`config.mk`:
```
export PLATFORM = sky130hd
export DESIGN_NAME = aes_encrypt_fsm
export DESIGN_NICKNAME = d
export VERILOG_FILES = /design/src/rtl/aes_ctrl_pkg.sv /design/src/rtl/aes_round_sequencer.sv /design/src/rtl/aes_encrypt_fsm.sv
export SDC_FILE = /design/constraint.sdc
export NUM_CORES = 1
export LEC_CHECK = 0
export CORE_AREA = 2 2 207 209
export CTS_BUF_LIST = sky130_fd_sc_hd__clkbuf_4 sky130_fd_sc_hd__clkbuf_8 sky130_fd_sc_hd__clkbuf_16
export DETAILED_ROUTE_END_ITERATION = 8
export DIE_AREA = 0 0 209 211
export PLACE_DENSITY_LB_ADDON = 0.12
export SKIP_LAST_GASP = 1
export SLEW_MARGIN = 20
export SYNTH_ARGS = -nofsm -noshare
export SYNTH_HDL_FRONTEND = slang
export SYNTH_SLANG_ARGS = --single-unit
```
`constraint.sdc`:
```
create_clock -name Clk -period 4.4 [get_ports Clk]
set_input_delay 0.88 -clock Clk [delete_from_list [all_inputs] [get_ports Clk]]
set_output_delay 0.88 -clock Clk [all_outputs]
set_load 0.05 [all_outputs]
```
`src/rtl/aes_ctrl_pkg.sv`:
```
// rtl/aes_ctrl_pkg.sv - shared types and constants for the AES-128 round controllers
package aes_ctrl_pkg;

  localparam int NR_AES128 = 10;
  localparam int AES_BW    = 128;
  localparam int AES_KW    = 4;

  typedef enum logic [2:0] {
    IDLE  = 3'd0,
    LOAD  = 3'd1,
    ADD   = 3'd2,
    SUB   = 3'd3,
    SHIFT = 3'd4,
    MIX   = 3'd5,
    GAP   = 3'd6,
    DONE  = 3'd7
  } aesState_e;

  typedef enum logic [1:0] {
    OP_ADD   = 2'd0,
    OP_SUB   = 2'd1,
    OP_SHIFT = 2'd2,
    OP_MIX   = 2'd3
  } aesOp_e;

  typedef enum logic {
    DIR_ENC = 1'b0,
    DIR_DEC = 1'b1
  } aesDir_e;

  function automatic aesState_e opToState(aesOp_e op);
    aesState_e st;
    case (op)
      OP_ADD:   st = ADD;
      OP_SUB:   st = SUB;
      OP_SHIFT: st = SHIFT;
      OP_MIX:   st = MIX;
      default:  st = ADD;
    endcase
    return st;
  endfunction

  // Non-op states map to OP_ADD; callers only use this inside op states.
  function automatic aesOp_e stateToOp(aesState_e st);
    aesOp_e op;
    case (st)
      SUB:     op = OP_SUB;
      SHIFT:   op = OP_SHIFT;
      MIX:     op = OP_MIX;
      default: op = OP_ADD;
    endcase
    return op;
  endfunction

endpackage

```
`src/rtl/aes_round_sequencer.sv`:
```
// rtl/aes_round_sequencer.sv - next-op / next-round decision shared by the AES encryptor and decryptor
module aes_round_sequencer
  import aes_ctrl_pkg::*;
#(
  parameter int KW = AES_KW
) (
  input  aesDir_e       dir,
  input  aesOp_e        lastOp,
  input  logic [KW-1:0] round,
  input  logic [KW-1:0] numRounds,
  output aesOp_e        nextOp,
  output logic [KW-1:0] nextRound,
  output logic          finish
);

  always_comb begin
    nextOp    = OP_ADD;
    nextRound = round;
    finish    = 1'b0;
    if (dir == DIR_ENC) begin
      // Forward cipher: rounds count up, the last round skips MixColumns.
      case (lastOp)
        OP_ADD: begin
          if (round < numRounds) begin
            nextOp    = OP_SUB;
            nextRound = round + 1'b1;
          end else begin
            finish = 1'b1;
          end
        end
        OP_SUB:   nextOp = OP_SHIFT;
        OP_SHIFT: nextOp = (round < numRounds) ? OP_MIX : OP_ADD;
        OP_MIX:   nextOp = OP_ADD;
        default:  nextOp = OP_ADD;
      endcase
    end else begin
      // Inverse cipher: rounds count down from numRounds; InvMixColumns
      // follows every AddRoundKey except the first and the last.
      case (lastOp)
        OP_ADD: begin
          if (round == '0) begin
            finish = 1'b1;
          end else if (round == numRounds) begin
            nextOp    = OP_SHIFT;
            nextRound = round - 1'b1;
          end else begin
            nextOp = OP_MIX;
          end
        end
        OP_MIX: begin
          nextOp    = OP_SHIFT;
          nextRound = round - 1'b1;
        end
        OP_SHIFT: nextOp = OP_SUB;
        OP_SUB:   nextOp = OP_ADD;
        default:  nextOp = OP_ADD;
      endcase
    end
  end

endmodule

```
`src/rtl/aes_encrypt_fsm.sv`:
```
// rtl/aes_encrypt_fsm.sv - AES-128 encryption controller driving shared round units
module aes_encrypt_fsm
  import aes_ctrl_pkg::*;
#(
  parameter int NR = NR_AES128,
  parameter int BW = AES_BW,
  parameter int KW = AES_KW
) (
  input  logic          Clk,
  input  logic          Rst,
  input  logic          En,
  input  logic [BW-1:0] PT,
  output logic [KW-1:0] SelKey,
  output logic          Ry,
  output logic [BW-1:0] CT,
  output logic          AddEn,
  output logic          SubEn,
  output logic          ShiftEn,
  output logic          MixEn,
  input  logic          AddRy,
  input  logic          SubRy,
  input  logic          ShiftRy,
  input  logic          MixRy,
  output logic [BW-1:0] Text,
  input  logic [BW-1:0] ModifiedText
);

  aesState_e     state;
  aesState_e     nextState;
  aesOp_e        lastOp;
  aesOp_e        seqNextOp;
  logic [BW-1:0] stateText;
  logic [BW-1:0] cipherText;
  logic [KW-1:0] round;
  logic [KW-1:0] seqNextRound;
  logic          seqFinish;
  logic          unitDone;

  aes_round_sequencer #(
    .KW(KW)
  ) uSeq (
    .dir       (DIR_ENC),
    .lastOp    (lastOp),
    .round     (round),
    .numRounds (KW'(NR)),
    .nextOp    (seqNextOp),
    .nextRound (seqNextRound),
    .finish    (seqFinish)
  );

  // Only the ready of the unit we enabled counts; strays are ignored.
  always_comb begin
    unitDone = 1'b0;
    case (state)
      ADD:     unitDone = AddRy;
      SUB:     unitDone = SubRy;
      SHIFT:   unitDone = ShiftRy;
      MIX:     unitDone = MixRy;
      default: unitDone = 1'b0;
    endcase
  end

  always_comb begin
    nextState = state;
    case (state)
      IDLE:  if (En) nextState = LOAD;
      LOAD:  nextState = ADD;
      ADD, SUB, SHIFT, MIX: begin
        if (unitDone) nextState = GAP;
      end
      GAP:   nextState = seqFinish ? DONE : opToState(seqNextOp);
      DONE:  if (!En) nextState = IDLE;
      default: nextState = IDLE;
    endcase
  end

  always_ff @(posedge Clk) begin
    if (!Rst) begin
      state <= IDLE;
    end else begin
      state <= nextState;
    end
  end

  always_ff @(posedge Clk) begin
    if (!Rst) begin
      stateText  <= '0;
      cipherText <= '0;
      round      <= '0;
      lastOp     <= OP_ADD;
    end else begin
      case (state)
        IDLE: begin
          if (En) begin
            stateText <= PT;
            round     <= '0;
          end
        end
        ADD, SUB, SHIFT, MIX: begin
          if (unitDone) begin
            stateText <= ModifiedText;
            lastOp    <= stateToOp(state);
          end
        end
        GAP: begin
          if (seqFinish) begin
            cipherText <= stateText;
          end else begin
            round <= seqNextRound;
          end
        end
        default: begin
        end
      endcase
    end
  end

  assign AddEn   = (state == ADD);
  assign SubEn   = (state == SUB);
  assign ShiftEn = (state == SHIFT);
  assign MixEn   = (state == MIX);
  assign Ry      = (state == DONE);
  assign SelKey  = round;
  assign Text    = stateText;
  assign CT      = cipherText;

endmodule
```
==> Word-level counts from Yosys, hierarchy flattened <==
Index checks and enable logic that the tools add are counted.
{ "totals": {"register_bits": 265, "out_inout_bits": 265, "in_bits": 263, "wordCells": 58} }
{ "op_classes": {"n_addsub": 1, "eq_ne": 19, "muxes": 21, "n_reduce_logical": 11, "magnitude_cmp": 1} }
{ "ops": {"columns": ["operator", "n"], "rows": [
  ["$mux 128", 2],
  ["$pmux 128 s2", 1],
  ["$mux 4", 4],
  ["$pmux 3 s5", 1],
  ["$eq 3x3->1 const B", 4],
  ["$mux 3", 4],
  ["$pmux 3 s4", 1],
  ["$eq 2x2->1 const B", 4],
  ["$ne 2x2->1 const B", 4],
  ["$pmux 2 s4", 1],
  ["$pmux 4 s2", 1],
  ["$eq 3x2->1 const B", 2],
  ["$pmux 2 s3", 1],
  ["$reduce_and 3->1", 2],
  ["$reduce_and 5->1", 1],
  ["$add 4x1->4 const B", 1],
  ["$eq 2x1->1 const B", 2],
  ["$logic_not 2->1", 2],
  ["$lt 4x4->1 const B", 1],
  ["$ne 2x1->1 const B", 2],
  ["$pmux 1 s4", 1],
  ["$reduce_and 2->1", 2],
  ["$reduce_bool 2->1", 2],
  ["$reduce_or 4->1", 1],
  ["other kinds (4)", 6]
]} }

==> Logic depth before layout (Yosys ltp) <==
{ "logic_depth": {"ltp_word": 7, "mapped_depth": 7} }

==> Hierarchy <==
A second synthesis with hierarchy kept.
{ "unflattened": {"hier_cells": 1291, "hier_area_um2": 11633.7} }
{ "modules_own_cells": {"columns": ["mod", "seq_area_each_um2", "area_each_um2", "cells_per_inst", "n_inst"], "rows": [
  ["aes_encrypt_fsm", 5305.1, 11101.9, 1214, 1],
  ["aes_round_sequencer", 0.0, 531.8, 77, 1]
]} }

==> Worst setup path before layout <==
OpenSTA, ideal clock, no wires.
{ "synth_path": {"kind": "register to output", "from": "register state[0]", "to": "output MixEn", "arrival_ps": 1877, "path_buffers": 2, "slack_ps": 1643, "stages_incl_launch_ff": 5, "cell_sequence": "dfxtp_1 > buf_4 > clkbuf_1 > inv_1 > nor3_1"} }
{ "synth_between": {"elab_chain_len": 1} }
{ "synth_rtl": {"columns": ["item", "line_no", "text"], "rows": [
  ["start, declared", "aes_encrypt_fsm.sv:28", "aesState_e state;"],
  ["start signal, assigned", "aes_encrypt_fsm.sv:81", "state <= nextState;"],
  ["$eq 3x3->1", "aes_encrypt_fsm.sv:121", "assign MixEn = (state == MIX);"],
  ["end, declared", "aes_encrypt_fsm.sv:19", "output logic MixEn,"]
]} }
No other way between the ends.

==> Worst setup path in the final report <==
{ "layout_path": {"from": "register state[2]", "to": "output MixEn"} }
Same word-level chain as after synthesis.

==> key figures <==
Status
  • Outcome: complete, no violations

CTS
  • Clock Tree Buf Depth: 3
  • CTS tree: built
  • Setup Buffers After CTS: 0
  • H-tree Lvls: 1
  • Clock sinks: 265
  • CTS Hold Bufs: 0
  • CTS Buf Count: 31
  • Worst-path clk slew: 60 ps
  • Resize count post-CTS: 0
  • Clk root buf: clkbuf_16
  • Skew-Pair Late Insertion Delay: 550 ps

STA
  • Clk_skew: 9.951 ps
  • Tcrit/Tclk final: 80.28%
  • Setup TNS: 0 ps
  • RSZ-0062 raised after global routing: no
  • Max Fclk: 283.1 MHz
  • Slew margin rel.: 42.63%
  • Final Slew Violations: 0
  • Final Hold Fails: 0
  • Finish-stage setup viols: 0
  • Min cycle time layout: 3532 ps
  • Worst Tran Pin Value: 860.6 ps

Critical path
  • Critical Path Start Type: register
  • RR Startpoint: state[2]$_SDFFE_PN0P_
  • CP top delay family: buffers and inverters
  • Worst EP required: 3520 ps
  • Crit-path max cell delay: 830 ps
  • RR Endpoint: Text[7]$_SDFFE_PN0P_
  • WP data arrival: 2650 ps
  • Reg-to-reg setup timing slack: 1710 ps
  • Worst-path fanout max: 19
  • Setup CP Type: register to primary output
  • Crit path cell chain: inv_1, nor3_1, clkdlybuf4s50_1
  • WP buf/inv: 2
  • CP endpoint kind: primary output
  • Worst setup path startpoint: state[2]$_SDFFE_PN0P_
  • Critical Path Slowest Stage Cell: clkdlybuf4s50_1
  • Reg2Reg Depth: 5

Routing
  • Wire length per cell: 19.59 um
  • Post-DR vias/cell: 4.808
  • DR pass1 iterations: 5
  • DRC: 0
  • WL final: 43.92 mm
  • Vias: 10780
  • Initial DRC Count: 486
  • Antenna-violating nets left: 0

Yosys
  • Post-synth EDFFs: 0
  • Top post-synthesis cells by area: dfxtp_1 (46%), mux2i_1 (11%), o211a_1 (11%)
  • Post-synthesis instance total: 1227
  • Syn Std Cell Area: 0.01159 mm^2
  • #FFs+latches synth: 265
  • Leading area contributor after synthesis: dfxtp_1
  • Post-synth top area share: 45.75%
  • Most used DFF post-synth: dfxtp_1
  • Synth top cells by count: dfxtp_1 (265), nand2_1 (262), mux2i_1 (131)
  • Syn. warnings: 0
  • Net Count, Synth: 1491
  • Post-synth ARST share: 0%
  • Post-Syn Area per Cell: 9.450 um^2
  • Cell variety after synth: 45
  • Most numerous cell in the Yosys netlist: dfxtp_1
  • Seq/Total Area, Yosys: 45.75%

Cells and area
  • Antenna cells: 0
  • Share of cells above drive strength 1: 4.639%
  • Register Area: 0.005305 mm^2
  • Layout Nets: 1943
  • Area of the multi-input gates: 0.005633 mm^2
  • Area Overhead vs Synth: 56.68%
  • Filler cell count: 4094

Global route
  • Number of global-route vias before repair: 10700
  • Congestion Overflow GR: 0
  • GRT Util Overall: 18.89%
  • Global-route wire length before repair: 65.22 mm
  • Initial antenna violation count: 0
  • Largest net degree at the start of global routing: 129

Job
  • Max cap viols: 0

Pwr
  • Leak pwr: 8.048 nW
  • Total power: 12.00 mW
  • VDD IR max: 0.3277 mV
  • Power per cell area: 660.4 mW/mm^2

Floorplanning
  • Die height: 211 um
  • Die ar.: 0.04410 mm^2
  • Initial Utilization: 27.77%
  • Row cnt: 75
  • Chip Width: 209 um
  • I/O Pins: 528
  • Core Area: 0.04176 mm^2

Min path
  • Hold Path Stages: 2
  • Min-delay src: CT[7]$_SDFFE_PN0P_
  • WHS Endpoint: CT[7]$_SDFFE_PN0P_
  • Hold/Removal Path Class: register to register

Placement
  • Final RePlAce weighted congestion: 0.7766
  • Post-DP HPWL: 29.98 mm
  • Port bufs: 527
[flip-flops by register name, indices dropped and copies added (netlist names)]
| name | count |
|---|---|
| CT | 128 |
| SelKey | 4 |
| Text | 128 |
| lastOp | 2 |
| state | 3 |
[final cells by class]
class / instances / area share (%)
multi-input cells: 837 / 31.01
repair buffers: 539 / 30.02
flip-flops and latches: 265 / 29.20
clock buffers: 43 / 4.972
well taps: 539 / 3.712
clock inverters: 14 / 0.9849
inverters: 5 / 0.1033
[metal layers]
| layer | GRT usage, % | wire, um | vias to the layer above |
|---|---|---|---|
| met5 | 0 | 0 | - |
| met4 | 4.163 | 907 | 0 |
| li1 | - | - | 5249 |
| met1 | 22.08 | 17810 | 5094 |
| met3 | 6.780 | 4121 | 47 |
| met2 | 33.14 | 21090 | 389 |
[worst min-delay path, stage by stage, from the launching register on]
cell,delay [ps]
dfxtp_1,300
nand2_1,50
a21boi_1,50
[power breakdown]
group,total (mW),internal [mW],switching (mW),leakage (nW)
clock network,2.69,1.66,1.03,0.541
registers,3.43,2.95,0.484,2.17
logic,5.88,2.15,3.73,5.34
[layout by cell type (no fill, tap or decap), types with 2 or more instances in the layout]
cell type / count
a21boi_0: 105
a21boi_1: 23
a21oi_1: 5
buf_12: 7
buf_4: 5
bufinv_16: 4
clkbuf_16: 31
clkbuf_4: 6
clkbuf_8: 6
clkdlybuf4s50_1: 526
clkinv_2: 7
clkinvlp_4: 2
dfxtp_1: 265
inv_1: 5
mux2i_1: 131
mux2i_2: 2
nand2_1: 262
nand3_1: 129
nor2_1: 7
nor2b_1: 2
nor3_1: 6
o211a_1: 128
o21a_1: 2
o21ai_0: 6
or3_1: 2
[how the worst max path moves through the flow]
stage,slack [ps],end,depth (start not counted)
6_report,870,MixEn,3
5_1_grt,730,MixEn,3
4_1_cts,850,MixEn,3
3_5_place_dp,1470,MixEn,3
3_3_place_gp,1500,MixEn,3
2_1_floorplan,1640,MixEn,4
[per-stage QoR]
step                setup WS (ps)  std cells  utilization (%)  instance area (um^2)  hold WS, ps
floorplan                    1643       1227                -                 11590        562.9
global placement             1505       2185            40.91                 17090        442.0
detailed placement           1470       2185            40.91                 17090        444.3
CTS                         847.9       2242            43.51                 18170        452.3
global route                726.9       2242            43.51                 18170        463.8
finish                      867.6       2242            43.51                 18170        450.4
[kinds of logic after synthesis]
logic type / Yosys count / synth area share, %
xor gates and xnor gates: 1 / 0.07555
buffers and inverters: 125 / 5.978
DFF: 265 / 45.75
muxes: 133 / 11.55
and+or+nand+nor: 421 / 15.66
AOI/OAI and AO/OA: 281 / 20.88
adders and majority gates: 1 / 0.1079
No activity file was read; power rests on OpenSTA's default activity.
